**src/rtl/encryption_sequencer_if.sv**
```systemverilog
// Signal bundle between the XOR encryption sequencer and its surroundings:
// key table load, packet control, plaintext/ciphertext streams and the core handshake.
interface encryption_sequencer_if #(
  parameter int KEY_AW = 3
);
  logic              KeyWe;
  logic [KEY_AW-1:0] KeyAddr;
  logic [7:0]        KeyWData;
  logic [KEY_AW:0]   NumKeys;
  logic              Start;
  logic [7:0]        SizeOfData;
  logic [7:0]        InData;
  logic              InValid;
  logic              InReady;
  logic [7:0]        EncDataIn;
  logic [7:0]        EncKey;
  logic              EncAck;
  logic [7:0]        EncDataOut;
  logic              EncReady;
  logic [7:0]        OutData;
  logic              OutValid;
  logic              OutReady;
  logic              OutLast;
  logic              Busy;
  logic              Done;
  logic              Err;

  modport slave (
    input  KeyWe, KeyAddr, KeyWData, NumKeys, Start, SizeOfData,
    input  InData, InValid, EncDataOut, EncReady, OutReady,
    output InReady, EncDataIn, EncKey, EncAck,
    output OutData, OutValid, OutLast, Busy, Done, Err
  );

  modport master (
    output KeyWe, KeyAddr, KeyWData, NumKeys, Start, SizeOfData,
    output InData, InValid, EncDataOut, EncReady, OutReady,
    input  InReady, EncDataIn, EncKey, EncAck,
    input  OutData, OutValid, OutLast, Busy, Done, Err
  );
endinterface

```
**src/rtl/encryption_sequencer.sv**
```systemverilog
// Feeds plaintext bytes paired with round-robin key table entries through the
// byte-wise XOR core and streams the ciphertext out, one byte in flight at a time.
//
// state | meaning
// IDLE  | waiting for Start; key table writable
// FETCH | InReady high, waiting for a plaintext byte
// ACK   | EncAck pulse to the core
// WAIT  | core computing DataIn ^ key
// CAPT  | waiting for EncReady, then capture EncDataOut
// OUT   | OutValid held until downstream handshake
module encryption_sequencer #(
  parameter int MAX_KEYS = 8,
  parameter int KEY_AW   = 3
) (
  input  logic                  Clk,
  input  logic                  Reset,
  encryption_sequencer_if.slave bus
);

  typedef enum logic [2:0] {
    IDLE,
    FETCH,
    ACK,
    WAIT,
    CAPT,
    OUT
  } state_t;

  localparam logic [KEY_AW:0] KEYS_MAX = (KEY_AW + 1)'(MAX_KEYS);

  state_t            state;
  logic [KEY_AW-1:0] kidx;
  logic [KEY_AW-1:0] last_kidx;
  logic [7:0]        count;
  logic [7:0]        last_cnt;
  logic [7:0]        key_tab [MAX_KEYS];
  logic              start_ok;

  assign start_ok = (bus.SizeOfData != 8'd0) && (bus.NumKeys != '0) &&
                    (bus.NumKeys <= KEYS_MAX);

  always_ff @(posedge Clk) begin
    if (Reset) begin
      state         <= IDLE;
      kidx          <= '0;
      last_kidx     <= '0;
      count         <= '0;
      last_cnt      <= '0;
      for (int i = 0; i < MAX_KEYS; i++) key_tab[i] <= '0;
      bus.InReady   <= 1'b0;
      bus.EncDataIn <= '0;
      bus.EncKey    <= '0;
      bus.EncAck    <= 1'b0;
      bus.OutData   <= '0;
      bus.OutValid  <= 1'b0;
      bus.OutLast   <= 1'b0;
      bus.Busy      <= 1'b0;
      bus.Done      <= 1'b0;
      bus.Err       <= 1'b0;
    end else begin
      bus.Done <= 1'b0;
      bus.Err  <= 1'b0;
      case (state)
        IDLE: begin
          if (bus.KeyWe) key_tab[bus.KeyAddr] <= bus.KeyWData;
          if (bus.Start) begin
            if (start_ok) begin
              // Keep last-index copies so mid-packet changes to the inputs are harmless.
              last_kidx   <= KEY_AW'(bus.NumKeys - 1'b1);
              last_cnt    <= bus.SizeOfData - 8'd1;
              kidx        <= '0;
              count       <= '0;
              bus.InReady <= 1'b1;
              bus.Busy    <= 1'b1;
              state       <= FETCH;
            end else begin
              bus.Err <= 1'b1;
            end
          end
        end
        FETCH: begin
          if (bus.InValid && bus.InReady) begin
            bus.EncDataIn <= bus.InData;
            bus.EncKey    <= key_tab[kidx];
            bus.InReady   <= 1'b0;
            bus.EncAck    <= 1'b1;
            state         <= ACK;
          end
        end
        ACK: begin
          bus.EncAck <= 1'b0;
          state      <= WAIT;
        end
        WAIT: begin
          state <= CAPT;
        end
        CAPT: begin
          if (bus.EncReady) begin
            bus.OutData  <= bus.EncDataOut;
            bus.OutValid <= 1'b1;
            bus.OutLast  <= (count == last_cnt);
            state        <= OUT;
          end
        end
        OUT: begin
          if (bus.OutReady) begin
            bus.OutValid <= 1'b0;
            bus.OutLast  <= 1'b0;
            if (count == last_cnt) begin
              bus.Busy <= 1'b0;
              bus.Done <= 1'b1;
              state    <= IDLE;
            end else begin
              count       <= count + 8'd1;
              kidx        <= (kidx == last_kidx) ? '0 : kidx + 1'b1;
              bus.InReady <= 1'b1;
              state       <= FETCH;
            end
          end
        end
        default: state <= IDLE;
      endcase
    end
  end

endmodule

```
**src/flat_wrapper.sv**
```systemverilog
// flat-port wrapper written by rule: the top's interface ports become plain ports
module encryption_sequencer_flat 
#(
  parameter int MAX_KEYS = 8,
  parameter int KEY_AW   = 3
)
  (Clk, Reset, bus_KeyWe, bus_KeyAddr, bus_KeyWData, bus_NumKeys, bus_Start, bus_SizeOfData, bus_InData, bus_InValid, bus_EncDataOut, bus_EncReady, bus_OutReady, bus_InReady, bus_EncDataIn, bus_EncKey, bus_EncAck, bus_OutData, bus_OutValid, bus_OutLast, bus_Busy, bus_Done, bus_Err);
  encryption_sequencer_if #(.KEY_AW(KEY_AW)) bus_i ();
  input  logic Clk;
  input  logic Reset;
  input wire logic [$bits(bus_i.KeyWe)-1:0] bus_KeyWe;
  input wire logic [$bits(bus_i.KeyAddr)-1:0] bus_KeyAddr;
  input wire logic [$bits(bus_i.KeyWData)-1:0] bus_KeyWData;
  input wire logic [$bits(bus_i.NumKeys)-1:0] bus_NumKeys;
  input wire logic [$bits(bus_i.Start)-1:0] bus_Start;
  input wire logic [$bits(bus_i.SizeOfData)-1:0] bus_SizeOfData;
  input wire logic [$bits(bus_i.InData)-1:0] bus_InData;
  input wire logic [$bits(bus_i.InValid)-1:0] bus_InValid;
  input wire logic [$bits(bus_i.EncDataOut)-1:0] bus_EncDataOut;
  input wire logic [$bits(bus_i.EncReady)-1:0] bus_EncReady;
  input wire logic [$bits(bus_i.OutReady)-1:0] bus_OutReady;
  output wire logic [$bits(bus_i.InReady)-1:0] bus_InReady;
  output wire logic [$bits(bus_i.EncDataIn)-1:0] bus_EncDataIn;
  output wire logic [$bits(bus_i.EncKey)-1:0] bus_EncKey;
  output wire logic [$bits(bus_i.EncAck)-1:0] bus_EncAck;
  output wire logic [$bits(bus_i.OutData)-1:0] bus_OutData;
  output wire logic [$bits(bus_i.OutValid)-1:0] bus_OutValid;
  output wire logic [$bits(bus_i.OutLast)-1:0] bus_OutLast;
  output wire logic [$bits(bus_i.Busy)-1:0] bus_Busy;
  output wire logic [$bits(bus_i.Done)-1:0] bus_Done;
  output wire logic [$bits(bus_i.Err)-1:0] bus_Err;
  assign bus_i.KeyWe = bus_KeyWe;
  assign bus_i.KeyAddr = bus_KeyAddr;
  assign bus_i.KeyWData = bus_KeyWData;
  assign bus_i.NumKeys = bus_NumKeys;
  assign bus_i.Start = bus_Start;
  assign bus_i.SizeOfData = bus_SizeOfData;
  assign bus_i.InData = bus_InData;
  assign bus_i.InValid = bus_InValid;
  assign bus_i.EncDataOut = bus_EncDataOut;
  assign bus_i.EncReady = bus_EncReady;
  assign bus_i.OutReady = bus_OutReady;
  assign bus_InReady = bus_i.InReady;
  assign bus_EncDataIn = bus_i.EncDataIn;
  assign bus_EncKey = bus_i.EncKey;
  assign bus_EncAck = bus_i.EncAck;
  assign bus_OutData = bus_i.OutData;
  assign bus_OutValid = bus_i.OutValid;
  assign bus_OutLast = bus_i.OutLast;
  assign bus_Busy = bus_i.Busy;
  assign bus_Done = bus_i.Done;
  assign bus_Err = bus_i.Err;
  encryption_sequencer #(.MAX_KEYS(MAX_KEYS), .KEY_AW(KEY_AW)) u_core (.Clk(Clk), .Reset(Reset), .bus(bus_i));
endmodule
```
**config.mk**
```make
export PLATFORM = sky130hd
export DESIGN_NAME = encryption_sequencer_flat
export DESIGN_NICKNAME = d
export VERILOG_FILES = /design/src/rtl/encryption_sequencer_if.sv /design/src/rtl/encryption_sequencer.sv /design/src/flat_wrapper.sv
export SDC_FILE = /design/constraint.sdc
export NUM_CORES = 1
export LEC_CHECK = 0
export BUFFER_PORTS_ARGS = -buffer_cell sky130_fd_sc_hd__buf_4
export CORE_ASPECT_RATIO = 0.75
export CORE_UTILIZATION = 30
export CTS_CLUSTER_SIZE = 20
export DETAILED_ROUTE_END_ITERATION = 10
export PLACE_DENSITY = 0.43
export SLEW_MARGIN = 40
export SYNTH_ARGS = -nofsm -noshare
export SYNTH_HDL_FRONTEND = slang
export SYNTH_SLANG_ARGS = --single-unit
```
**constraint.sdc**
```tcl
create_clock -name Clk -period 2.36 [get_ports Clk]
set_input_delay 0.236 -clock Clk [delete_from_list [all_inputs] [get_ports Clk]]
set_output_delay 0.236 -clock Clk [all_outputs]
set_load 0.01 [all_outputs]
```
* Yosys cells after proc, flatten, opt, wreduce, memory -nomap -nowiden
Memories as Yosys holds them, arrays and structs flattened. A register that Yosys moved wholly into a read port is not among the register bits.
Cells that the tools add are included.
** Storage, ports and cells
- Flip-flop bits (word level) :: 48
- Memory bits (writable) :: 64
- Bits of input ports :: 46
- Output and inout bits :: 31
- Memories :: 1
** Operators by class
- Add/sub/neg operators :: 4
- Magnitude comparators :: 1
- Equality and inequality tests :: 14
- Multiplexer cells :: 45
- Bitwise gates (word level) :: 4
- Reduce and logical (&&, ||, !) cells :: 22
** Memory list
- u_core.key_tab :: depth 8, bits a word 8, rd ports 1, clocked after memory_dff 1, wr ports 8, RTL line encryption_sequencer.sv:36 : logic [7:0] key_tab [MAX_KEYS];
** Operators with widths (count)
- two-way mux 8 bit :: 5
- two-way mux 3 bit :: 11
- two-way mux 1 bit :: 21
- case mux 3 bit (6 select lines) :: 1
- case mux 8 bit (2 select lines) :: 1
- AND reduction 5 bit :: 3
- adder 8 x 1 -> 8 bit (second input constant) :: 1
- == test 8 bit :: 1
- != test 2 bit (second input constant) :: 4
- case mux 1 bit (2 select lines) :: 4
- nonzero test 8 bit :: 1
- OR reduction 8 bit :: 1
- subtractor 8 x 1 -> 8 bit (second input constant) :: 1
- == test 3 x 2 -> 1 bit (second input constant) :: 2
- == test 3 bit (second input constant) :: 2
- != test 2 x 1 -> 1 bit (second input constant) :: 3
- case mux 3 bit (2 select lines) :: 1
- AND reduction 2 bit :: 3
- AND reduction 3 bit :: 2
- AND reduction 6 bit :: 1
- nonzero test 2 bit :: 3
- OR reduction 3 bit :: 2
- less-or-equal comparator 4 bit (second input constant) :: 1
- inverter 1 bit :: 4
- 9 further kinds :: 11

* Logic depth before layout (Yosys ltp)
Gate-level depths: netlist (run 1).
- Depth in word-level cells :: 6
- Depth in mapped cells :: 9
- Mapped depth without buffers :: 7

* Worst setup path after synthesis (run 1)
Ideal clock, no wire load.
- Path type :: register to register
- From :: register u_core.state[0]
- To :: memory u_core.key_tab[2][0], enable pin
- Arrival time :: 1.747 ns
- Setup slack :: 0.229 ns
- Stages on the path, launching flop included :: 5
- Path buffers :: 1
- Cells stage by stage :: dfxtp_1 -> clkbuf_1 -> nor3_1 -> nand4b_1 -> o21ai_0
** RTL lines
- start: declaration :: RTL line encryption_sequencer.sv:31 : state_t state;
- start signal: assignment :: RTL line encryption_sequencer.sv:44 : state <= IDLE;
- start signal: assignment :: RTL line encryption_sequencer.sv:75 : state <= FETCH;
- start signal: assignment :: RTL line encryption_sequencer.sv:87 : state <= ACK;
- end: declaration :: RTL line encryption_sequencer.sv:36

* Worst setup path after layout (run 1)
- From :: register u_core.state[0]
- To :: register u_core.last_kidx[2]
** Between the ends
- Cells in the longest elaborated chain, start to end :: 2
** RTL lines
- logical NOT 3 bit :: RTL line encryption_sequencer.sv:63 : case (state)
- AND reduction 3 bit (no source line)
- end signal: assignment :: RTL line encryption_sequencer.sv:69 : last_kidx <= KEY_AW'(bus.NumKeys - 1'b1);
- end: declaration :: RTL line encryption_sequencer.sv:33 : logic [KEY_AW-1:0] last_kidx;
Every way passes these cells.
A chain may end at the register's enable or synchronous reset.

==> results of run 1 <==
==> worst paths after layout <==
path                                 from                       to  slack, ns  cells after the start
setup reg to reg          u_core.state[0]      u_core.last_kidx[2]       0.34                      7
hold / removal             bus_NumKeys[0]      u_core.last_kidx[0]       0.01                      2
setup / recovery          u_core.state[0]      u_core.last_kidx[2]       0.34                      7
hold reg to reg   u_core.bus.EncDataIn[6]  u_core.bus.EncDataIn[6]       0.45                      2
==> synthesized netlist by cell type (3+ instances only) <==
cell type                  number
sky130_fd_sc_hd__nor4_1         4
sky130_fd_sc_hd__mux4_2        16
sky130_fd_sc_hd__buf_6          3
sky130_fd_sc_hd__nor2_1        33
sky130_fd_sc_hd__and3_1         3
sky130_fd_sc_hd__nand4_1        7
sky130_fd_sc_hd__dfxtp_1       56
sky130_fd_sc_hd__a311oi_1      10
sky130_fd_sc_hd__nand2_1       66
sky130_fd_sc_hd__a21oi_1       30
sky130_fd_sc_hd__xor2_1        10
sky130_fd_sc_hd__nand2b_1       6
sky130_fd_sc_hd__o311ai_0       3
sky130_fd_sc_hd__nand3_1        6
sky130_fd_sc_hd__o21ai_0       12
sky130_fd_sc_hd__nor3_1        11
sky130_fd_sc_hd__o211ai_1       3
sky130_fd_sc_hd__a211oi_1       9
sky130_fd_sc_hd__and2_1        67
sky130_fd_sc_hd__xnor2_1        7
sky130_fd_sc_hd__ha_1           4
sky130_fd_sc_hd__clkbuf_1      15
sky130_fd_sc_hd__buf_1          3
sky130_fd_sc_hd__inv_1          7
sky130_fd_sc_hd__or4_1          4
sky130_fd_sc_hd__edfxtp_1      64
==> sequential cells by signal, indices dropped and copies added (netlist names) <==
name	flops
u_core.bus.EncDataIn	8
u_core.last_cnt	8
u_core.bus.OutData	8
u_core.bus.EncKey	8
u_core.bus.OutValid	1
u_core.count	8
u_core.kidx	3
u_core.bus.Done	1
u_core.bus.EncAck	1
u_core.state	3
u_core.key_tab	64
u_core.bus.Err	1
u_core.bus.Busy	1
u_core.bus.InReady	1
u_core.last_kidx	3
u_core.bus.OutLast	1
==> cell type report <==
| class | instances | area [um^2] | share of cell area (%) |
|---|---|---|---|
| repair buffers | 105 | 801 | 11.4 |
| clock buffers | 23 | 458 | 6.51 |
| inverters | 9 | 33.8 | 0.480 |
| flip-flops and latches | 120 | 3040 | 43.3 |
| well taps | 242 | 303 | 4.30 |
| clock inverters | 9 | 173 | 2.45 |
| multi-input cells | 339 | 2220 | 31.6 |
==> power by group through the flow <==
stage / sequential [mW] / combinational [mW] / clock [mW]
6_report: 2.31 / 0.396 / 2.79
5_1_grt: 2.32 / 0.440 / 2.95
2_1_floorplan: 2.34 / 0.201 / 0
3_3_place_gp: 2.35 / 0.396 / 0
3_5_place_dp: 2.35 / 0.399 / 0
4_1_cts: 2.31 / 0.400 / 2.87
==> worst max-delay path: cells and delay by family, from the launching register on <==
family | cells | cell delay (ns)
AND/OR/NAND/NOR | 4 | 0.82
buffers and inverters | 2 | 0.47
flip-flops | 1 | 0.39
AO/OA/AOI/OAI | 1 | 0.24
==> metrics by stage <==
stage	cells	worst slack, ns	util (%)
floorplan	491	0.229	-
global placement	815	0.190	36.3
detailed placement	815	0.129	36.3
CTS	847	0.315	39.8
global route	847	0.0908	39.8
finish	847	0.336	39.8
==> layer usage <==
layer	GRT usage, %	wire [um]	vias to the layer above
li1	-	-	1972
met1	24.6	7380	1925
met2	22.8	5910	93
met3	5.39	865	7
met4	5.16	110	0
met5	0	0	-
==> cell usage in the layout, fill, tap and decap left out, types with 3 or more instances in the layout <==
cell type	count
sky130_fd_sc_hd__buf_4	104
sky130_fd_sc_hd__xnor2_1	7
sky130_fd_sc_hd__a211oi_1	9
sky130_fd_sc_hd__o211ai_1	3
sky130_fd_sc_hd__clkinv_1	3
sky130_fd_sc_hd__nand4_1	7
sky130_fd_sc_hd__nand3_1	6
sky130_fd_sc_hd__nand2_1	66
sky130_fd_sc_hd__or4_1	4
sky130_fd_sc_hd__bufinv_16	5
sky130_fd_sc_hd__xor2_1	10
sky130_fd_sc_hd__o21ai_0	12
sky130_fd_sc_hd__and3_1	3
sky130_fd_sc_hd__nor4_1	4
sky130_fd_sc_hd__clkbuf_16	17
sky130_fd_sc_hd__nand2b_1	6
sky130_fd_sc_hd__nor3_1	11
sky130_fd_sc_hd__dfxtp_1	56
sky130_fd_sc_hd__a311oi_1	10
sky130_fd_sc_hd__and2_1	67
sky130_fd_sc_hd__nor2_1	33
sky130_fd_sc_hd__a21oi_1	30
sky130_fd_sc_hd__inv_1	7
sky130_fd_sc_hd__o311ai_0	3
sky130_fd_sc_hd__edfxtp_1	64
sky130_fd_sc_hd__ha_1	4
sky130_fd_sc_hd__clkbuf_1	5
sky130_fd_sc_hd__mux4_2	16
==> logic make-up (layout without fill, tap and decap cells) <==
family / Yosys count / after routing / synth area share [%]
adders and majority gates: 4 / 4 / 0.925
xor gates and xnor gates: 17 / 17 / 2.75
DFF: 120 / 120 / 56.2
and+or+nand+nor: 222 / 222 / 21.1
buffers and inverters: 32 / 146 / 2.68
muxes: 17 / 17 / 6.84
AOI/OAI and AO/OA: 79 / 79 / 9.50
==> reports/results.env, run 1 <==
SUMMED_AREA_OF_NON_FILLER_CELLS_IN_THE_FINAL_LAYOUT_MM2=0.00704
VDD_IR_DROP_MAX_mV=0.417
NUMCTSBUFFERS=17
INITIALDRTVIOLATIONCOUNT=299
POWER-PER-CELL-AREA_mW_PER_MM2=782
POST_DRT_VIA_CELL_RATIO=4.72
NUMBER_OF_GLOBAL_ROUTE_VIAS_BEFORE_REPAIR=3970
SYN-NUM-NETS=541
HOLD_WS_NS=0.00994
FINALWEIGHTEDCONGESTION=0.761
POST_CTS.RESIZED_INSTANCES=0
GLOBAL_ROUTE.USAGE.TOTAL_PCT=16.7
WORST_HOLD_PATH_TYPE='primary input to register'
SETUP.WORST_PATH.START_CLASS='register'
VIAS=3997
TOTALPOWERFINAL_mW=5.50
CRIT_TOP_CELL='sky130_fd_sc_hd__buf_4'
SYN-INSTANCE-COUNT=491
MAX_FREQ_MHz=494
ROW_COUNT=42
DRIVE_GT1_SHARE_PCT=24.8
YOSYSTOPAREACELLSHARE_PCT=35.5
YOSYS.AREA.TOP_TYPE='sky130_fd_sc_hd__edfxtp_1'
GRT_PASS1_WL_UM=22500
OUTCOME='finished, final reports clean'
TRITONCTS_CLOCK_TREE='built'
SYNTHFLOPTYPE='sky130_fd_sc_hd__edfxtp_1'
ANTENNA_LEFT=0
CTS.ROOT.BUFFER_CELL='sky130_fd_sc_hd__clkbuf_16'
DIE_WIDTH_UM=157
TIMING.CLOCK.SKEW_NS=0.0171
CRIT_PATH_CELL_TRACE='nor3_1 > buf_4 > nand2_1 > and3b_1 > buf_4 > nor2_1 > a311oi_1'
ENDPOINT_KIND='register'
COUNT_OF_FINAL_MAX_SLEW_CHECK_FAILURES=0
PLACED_AREA_MM2=0.00640
NFILLCELLS=1758
TIMING.SLEW.HEADROOM_PCT=55.5
DETAIL_ROUTE.WIRELENGTH_UM=14300
DRC=0
FIRST_PASS_ITERS=4
RSZ0062_AT_GRT='false'
WORST_PIN_SLEW_NS=0.668
NUMBER_OF_BUFFERS_ON_THE_LONGEST_CLOCK_PATH=2
FINAL-SETUP-VIOL-COUNT=0
DIE_AREA_MM2=0.0186
FINAL_STAGE_NET_COUNT=642
CRIT_PATH_TIME_FINAL_NS=2.02
HOLD_FIX_BUFFERS_CTS=0
NUMBER_OF_WARNING_MESSAGES_IN_THE_YOSYS_LOG=0
SYNTH_ENABLE_FLOP_CELLS=64
CLK_PIN_SLEW_WORST_PATHS_NS=0.06
GRT_MAX_DEGREE=59
FINAL_MIN_PERIOD_OVER_CLOCK_PERIOD_PCT=85.8
HOLD_VIOL_FINAL=0
TIMING.CRITICAL_PATH.REQUIRED_NS=2.69
SLOWEST_STAGE='sky130_fd_sc_hd__dfxtp_1'
SW_FRAC_OF_TOTAL_PCT=21.1
ANT_CELLS=0
SYNTH_AREA_MM2=0.00541
PLACEMENT.IO_BUFFERS=76
TIMING.SETUP.TNS_NS=0
CLOCK_SINKS=120
CTS_SETUP_BUFFERS=0
POWER.CLOCK.FRACTION_PCT=50.8
CLK_LATENCY_NS=0.42
FLOORPLAN.IO_PINS=77
GRT_ANTENNA_BEFORE_REPAIR=0
NETSWITCHINGPOWER_mW=1.16
MAX_STAGE_DELAY_NS=0.39
SYNTH_ASYNC_SR_FLOP_SHARE_PCT=0
POST_SYNTH.CELL_AREA_AVG_UM2=11.0
LEAKAGEPOWER_nW=2.69
DETAIL_ROUTE.WL_PER_CELL_UM=16.8
AREA_GROWTH_SYN_TO_LAYOUT_PCT=30.0
GR-TOTAL-OVERFLOW=0
START_UTIL_PCT=30.7
DIEHEIGHT_UM=118
LARGEST_CELLS_BY_AREA_AFTER_SYNTHESIS='sky130_fd_sc_hd__edfxtp_1, sky130_fd_sc_hd__dfxtp_1, sky130_fd_sc_hd__and2_1, sky130_fd_sc_hd__mux4_2, sky130_fd_sc_hd__nand2_1'
WORST-SETUP-PATH-TYPE='register to register'
NETLIST-CELL-TYPE-COUNT=49
CP_MAX_FO=22
COMBPWRFRAC_PCT=7.2
SEQ_POWER_SHARE_PCT=42.0
PLACEABLECOREAREA_MM2=0.0177
SEQ_AREA_FRAC_SYNTH_PCT=56.2
TIMING.MAX_CAP.VIOLATIONS=0
POWER.INTERNAL_mW=4.34
CRITICAL_PATH_AT_NS=2.35
H-TREE-DEPTH=4
PLACE.DETAILED.HPWL_UM=9710
YOSYS_REGISTER_BITS=120
(Power assumes the default switching activity.)
==> run 2, diff against run 1 <==
==> constraint.sdc (replaced) <==
create_clock -name Clk -period 2.36 [get_ports Clk]
set_input_delay 0.118 -clock Clk [delete_from_list [all_inputs] [get_ports Clk]]
set_output_delay 0.118 -clock Clk [all_outputs]
set_load 0.01 [all_outputs]
==> reports/results.env, run 2 (synthesis results as in run 1) <==
REGISTERS.TOP_BY_FF_COUNT='u_core.key_tab'
GRT_ANTENNA_BEFORE_REPAIR=0
MAX_STAGE_DELAY_NS=0.54
TIMING.SETUP.TNS_NS=0
HOLD_DEPTH=3
NUMBER_OF_GLOBAL_ROUTE_VIAS_BEFORE_REPAIR=4023
SLOWEST_STAGE='sky130_fd_sc_hd__dlygate4sd3_1'
CLK_LATENCY_NS=0.42
RR_STARTPOINT='u_core.state[0]'
CRIT_PATH_TIME_FINAL_NS=2.24
ANTENNA_LEFT=0
HOLD_PATH.STARTPOINT='bus_NumKeys[2]'
NUMCTSBUFFERS=17
GR-TOTAL-OVERFLOW=0
COUNT_OF_FINAL_MAX_SLEW_CHECK_FAILURES=0
CRIT_TOP_CELL='sky130_fd_sc_hd__buf_4'
GRT_MAX_DEGREE=59
TIMING.MAX_CAP.VIOLATIONS=0
DIE_WIDTH_UM=157
DETAIL_ROUTE.WL_PER_CELL_UM=16.8
TIMING.CLOCK.SKEW_NS=0.00669
ANT_CELLS=0
CLOCK_SINKS=120
CTS.ROOT.BUFFER_CELL='sky130_fd_sc_hd__clkbuf_16'
AREA_GROWTH_SYN_TO_LAYOUT_PCT=33.1
RSZ0062_AT_GRT='false'
HOLD_VIOL_FINAL=0
DRC=0
WORST-SETUP-PATH-TYPE='primary input to register'
CLK_PIN_SLEW_WORST_PATHS_NS=0.05
FINAL_MIN_PERIOD_OVER_CLOCK_PERIOD_PCT=95.0
LAYOUT.CELLS.MOST_COMMON='sky130_fd_sc_hd__buf_4'
DIEHEIGHT_UM=118
FINAL_STAGE_NET_COUNT=664
LEAKAGEPOWER_nW=2.77
TOTALPOWERFINAL_mW=5.39
MAX_FREQ_MHz=446
DIE_AREA_MM2=0.0186
OUTCOME='finished, final reports clean'
GLOBAL_ROUTE.USAGE.TOTAL_PCT=17.1
TIMING.CRITICAL_PATH.REQUIRED_NS=2.68
ROW_COUNT=42
CP_MAX_FO=22
PLACEABLECOREAREA_MM2=0.0177
START_UTIL_PCT=30.7
FLOORPLAN.IO_PINS=77
TIMING.SLEW.HEADROOM_PCT=57.0
FIRST_PASS_ITERS=4
POST_DRT_VIA_CELL_RATIO=4.69
GRT_PASS1_WL_UM=23200
CTS_SETUP_BUFFERS=0
PLACEMENT.IO_BUFFERS=76
POST_CTS.RESIZED_INSTANCES=0
H-TREE-DEPTH=4
SETUP.WORST_PATH.START_CLASS='primary input'
PLACE.DETAILED.HPWL_UM=9800
DETAIL_ROUTE.WIRELENGTH_UM=14600
INITIALDRTVIOLATIONCOUNT=298
VIAS=4078
LAYOUT_COMMON_CELLS='sky130_fd_sc_hd__buf_4, sky130_fd_sc_hd__and2_1, sky130_fd_sc_hd__nand2_1, sky130_fd_sc_hd__edfxtp_1, sky130_fd_sc_hd__dfxtp_1'
FF2FF_SETUP_SLACK_NS=0.34
REG2REG_DEPTH=7
FINAL-SETUP-VIOL-COUNT=0
WORST_HOLD_PATH_TYPE='primary input to register'
ENDPOINT_OF_THE_WORST_SLACK_REG_TO_REG_TIMING_PATH='u_core.last_kidx[2]'
VDD_IR_DROP_MAX_mV=0.404
FINALWEIGHTEDCONGESTION=0.774
ENDPOINT_KIND='register'
HOLD_PATH_END='u_core.last_kidx[2]'
LARGEST_REG_FLOPS=64
CRITICAL_PATH_AT_NS=2.56
POWER-PER-CELL-AREA_mW_PER_MM2=748
WORST_PIN_SLEW_NS=0.646
DRIVE_GT1_SHARE_PCT=23.9
NUMBER_OF_BUFFERS_ON_THE_LONGEST_CLOCK_PATH=2
CRIT_PATH_CELL_TRACE='dlygate4sd3_1 > buf_4 > or4_1 > or3_1 > and3b_1 > buf_4 > a311oi_1'
TRITONCTS_CLOCK_TREE='built'
-- run 2: per-layer routing --
| metal | wire (um) | vias to the layer above | GRT usage (%) |
|---|---|---|---|
| met1 | 7490 | 1936 | 25.6 |
| met3 | 826 | 14 | 5.17 |
| li1 | - | 2024 | - |
| met2 | 6120 | 104 | 23.4 |
| met4 | 131 | 0 | 4.55 |
| met5 | 0 | - | 0 |
-- run 2: what timing repair did --
| action | 4_1_cts | 5_1_grt |
|---|---|---|
| endpoints found under the hold margin | 21 | 0 |
| endpoints found under the setup margin | 0 | 0 |
| hold buffers | 21 | 0 |
-- run 2: power by group --
part / total [mW] / internal [mW] / switching [mW] / leakage [nW]
sequential: 2.31 / 2.27 / 0.0359 / 1.12
combinational: 0.425 / 0.196 / 0.229 / 1.36
clock: 2.66 / 1.75 / 0.910 / 0.287
total: 5.39 / 4.22 / 1.18 / 2.77
-- run 2: worst max path at each step --
stage / from / end / depth (start not counted)
CTS: bus_SizeOfData[4] / u_core.last_kidx[2] / 7
finish: bus_SizeOfData[4] / u_core.last_kidx[2] / 7
floorplan: u_core.state[0] / u_core.key_tab[2][0] / 4
detailed placement: bus_SizeOfData[3] / u_core.last_cnt[2] / 6
global route: bus_SizeOfData[4] / u_core.count[6] / 7
global placement: bus_SizeOfData[3] / u_core.last_cnt[2] / 6
-- run 2: area by class of cell --
type	count	area, um^2
inverter	9	33.8
sequential	120	3040
clock buffer	21	440
fill	1767	10500
timing repair buffer	127	1010
tap	242	303
clock inverter	11	154
multi-input combinational	339	2220
-- run 2: metrics by stage --
stage	setup slack [ns]	area (um^2)	cells	hold slack, ns	utilization [%]
after floorplan	0.229	5410	491	0.214	-
after global placement	0.289	6400	816	0.323	36.2
after detailed placement	0.260	6400	816	0.322	36.2
after CTS	0.136	7200	869	0.00913	40.8
after global routing	0.00990	7200	869	0.0196	40.8
final	0.118	7200	869	0.0199	40.8
-- run 2: worst max-delay path: cells and delay by family --
family	cells	cell delay [ns]
AO/OA/AOI/OAI	1	0.28
AND/OR/NAND/NOR	3	1.25
buffers and inverters	3	0.92
==> run 3, diff against run 2 <==
--- a/config.mk
+++ b/config.mk
@@ -10,7 +10,6 @@
 export CORE_UTILIZATION = 30
 export CTS_CLUSTER_SIZE = 20
 export DETAILED_ROUTE_END_ITERATION = 10
-export PLACE_DENSITY = 0.43
 export SLEW_MARGIN = 40
 export SYNTH_ARGS = -nofsm -noshare
 export SYNTH_HDL_FRONTEND = slang
==> constraint.sdc (replaced) <==
create_clock -name Clk -period 2.36 [get_ports Clk]
set_input_delay 0.118 -clock Clk [delete_from_list [all_inputs] [get_ports Clk]]
set_output_delay 0.118 -clock Clk [all_outputs]
set_load 0.005 [all_outputs]
==> reports/results.env, run 3 (synthesis results as in run 1) <==
HOLD_PATH.STARTPOINT='bus_NumKeys[2]'
CLK_PIN_SLEW_WORST_PATHS_NS=0.05
RR_STARTPOINT='u_core.state[0]'
DIE_WIDTH_UM=157
WORST-SETUP-PATH-TYPE='primary input to register'
GRT_MAX_DEGREE=34
FINALWEIGHTEDCONGESTION=0.791
ANTENNA_LEFT=0
CRIT_PATH_TIME_FINAL_NS=2.07
GR-TOTAL-OVERFLOW=0
CP_MAX_FO=15
INITIALDRTVIOLATIONCOUNT=326
VDD_IR_DROP_MAX_mV=0.487
SETUP_WS_NS=0.286
NFILLCELLS=1699
HOLD_DEPTH=3
DIEHEIGHT_UM=118
SETUP.WORST_PATH.START_CLASS='primary input'
TIMING.CLOCK.SKEW_NS=0.00895
LEAKAGEPOWER_nW=2.75
TRITONCTS_CLOCK_TREE='built'
PRE_CTS_SLACK_NS=0.122
CTS_SETUP_BUFFERS=0
DIE_AREA_MM2=0.0186
WORST_PIN_SLEW_NS=0.553
HOLD_VIOL_FINAL=0
TIMING.SETUP.TNS_NS=0
CLK_LATENCY_NS=0.42
MAX_FREQ_MHz=482
MULTI_INPUT_AREA_MM2=0.00223
REG2REG_DEPTH=5
REGISTER_AREA_MM2=0.00304
COUNT_OF_FINAL_MAX_SLEW_CHECK_FAILURES=0
PLACE.DETAILED.HPWL_UM=9990
DETAIL_ROUTE.WIRELENGTH_UM=14200
CTS.ROOT.BUFFER_CELL='sky130_fd_sc_hd__clkbuf_16'
ANT_CELLS=0
RSZ0062_AT_GRT='false'
PLACEABLECOREAREA_MM2=0.0177
LARGEST_REG_FLOPS=64
LAYOUT.CELLS.MOST_COMMON='sky130_fd_sc_hd__buf_4'
PLACEMENT.IO_BUFFERS=76
CRITICAL_PATH_AT_NS=2.38
TIMING.MAX_CAP.VIOLATIONS=0
POWER-PER-CELL-AREA_mW_PER_MM2=737
ROW_COUNT=42
TIMING.CRITICAL_PATH.REQUIRED_NS=2.67
TIMING.SLEW.HEADROOM_PCT=63.0
FINAL_STAGE_NET_COUNT=659
DRC=0
POST_DRT_VIA_CELL_RATIO=4.85
DETAIL_ROUTE.WL_PER_CELL_UM=16.4
VIAS=4194
ENDPOINT_KIND='register'
FIRST_PASS_ITERS=5
FLOORPLAN.IO_PINS=77
START_UTIL_PCT=30.7
NUMBER_OF_BUFFERS_ON_THE_LONGEST_CLOCK_PATH=2
NUMCTSBUFFERS=17
WORST_HOLD_PATH_TYPE='primary input to register'
OUTCOME='finished, final reports clean'
LAYOUT_COMMON_CELLS='sky130_fd_sc_hd__buf_4, sky130_fd_sc_hd__and2_1, sky130_fd_sc_hd__nand2_1, sky130_fd_sc_hd__edfxtp_1, sky130_fd_sc_hd__dfxtp_1'
FINAL-SETUP-VIOL-COUNT=0
NUMBER_OF_GLOBAL_ROUTE_VIAS_BEFORE_REPAIR=4101
CLOCK_SINKS=120
GRT_ANTENNA_BEFORE_REPAIR=0
GLOBAL_ROUTE.USAGE.TOTAL_PCT=16.2
REGISTERS.TOP_BY_FF_COUNT='u_core.key_tab'
UTILIZATION_PCT=40.6
DRIVE_GT1_SHARE_PCT=24.3
AREA_GROWTH_SYN_TO_LAYOUT_PCT=32.3
FINAL_MIN_PERIOD_OVER_CLOCK_PERIOD_PCT=87.9
GRT_PASS1_WL_UM=22200
H-TREE-DEPTH=4
FF2FF_SETUP_SLACK_NS=0.32
ENDPOINT_OF_THE_WORST_SLACK_REG_TO_REG_TIMING_PATH='u_core.kidx[1]'
HOLD_PATH_END='u_core.last_kidx[2]'
==> run 3: cell count changes in the layout (fill, tap and decap cells not counted), sizes merged, moves of 2 or more <==
cell         before  now
clkinv            8    6
dlygate4sd3      21   19
clkbuf           21   26
buf             106  103
bufinv            4    1
==> run 3: through the flow <==
stage,instance area (um^2),power [mW],instances,hold WS [ns]
global placement,6380,2.73,813,0.322
finish,7160,5.28,864,0.0233
detailed placement,6380,2.74,813,0.323
CTS,7160,5.32,864,0.00725
global route,7160,5.47,864,0.00961
floorplan,5410,2.54,491,0.214
==> run 3: per-layer routing <==
layer	part of all wire, %	routed length (um)	track usage, %
met5	0	0	0
met2	46	6580	25.2
met4	0.30	43	3.64
met1	46	6540	21.5
met3	7.3	1030	5.76
==> run 3: power breakdown <==
group / switching, mW / internal [mW]
registers: 0.0394 / 2.28
clock network: 0.895 / 1.65
logic: 0.220 / 0.193
total: 1.15 / 4.12
==> run 3: critical path: stages <==
cell and delay [ns]:
sky130_fd_sc_hd__dlygate4sd3_1 0.53, sky130_fd_sc_hd__buf_4 0.11, sky130_fd_sc_hd__inv_1 0.03, sky130_fd_sc_hd__ha_1 0.19, sky130_fd_sc_hd__nand2b_1 0.11, sky130_fd_sc_hd__xor2_1 0.29
sky130_fd_sc_hd__and3b_2 0.42, sky130_fd_sc_hd__buf_4 0.23, sky130_fd_sc_hd__nor2_1 0.07, sky130_fd_sc_hd__a311oi_1 0.28
==> run 3: how the worst max path moves through the flow <==
stage	startpoint	end	depth (start not counted)
floorplan	u_core.state[0]	u_core.key_tab[2][0]	4
global placement	bus_SizeOfData[3]	u_core.last_cnt[2]	6
detailed placement	bus_SizeOfData[3]	u_core.last_cnt[2]	6
CTS	bus_NumKeys[0]	u_core.last_cnt[2]	10
global route	bus_NumKeys[0]	u_core.last_cnt[2]	10
finish	bus_NumKeys[0]	u_core.last_cnt[2]	10
==> run 3: what timing repair did <==
action | in CTS | in global routing
gates resized for setup | 0 | 1
hold buffers | 19 | 0
hold endpoints to repair | 19 | 0
setup endpoints to repair | 0 | 1
==> run 3: final cells by class <==
class | count | area share [%]
flip-flops and latches | 120 | 42.5
multi-input cells | 339 | 31.1
repair buffers | 122 | 13.5
clock buffers | 26 | 7.43
well taps | 242 | 4.23
clock inverters | 6 | 0.839
inverters | 9 | 0.472
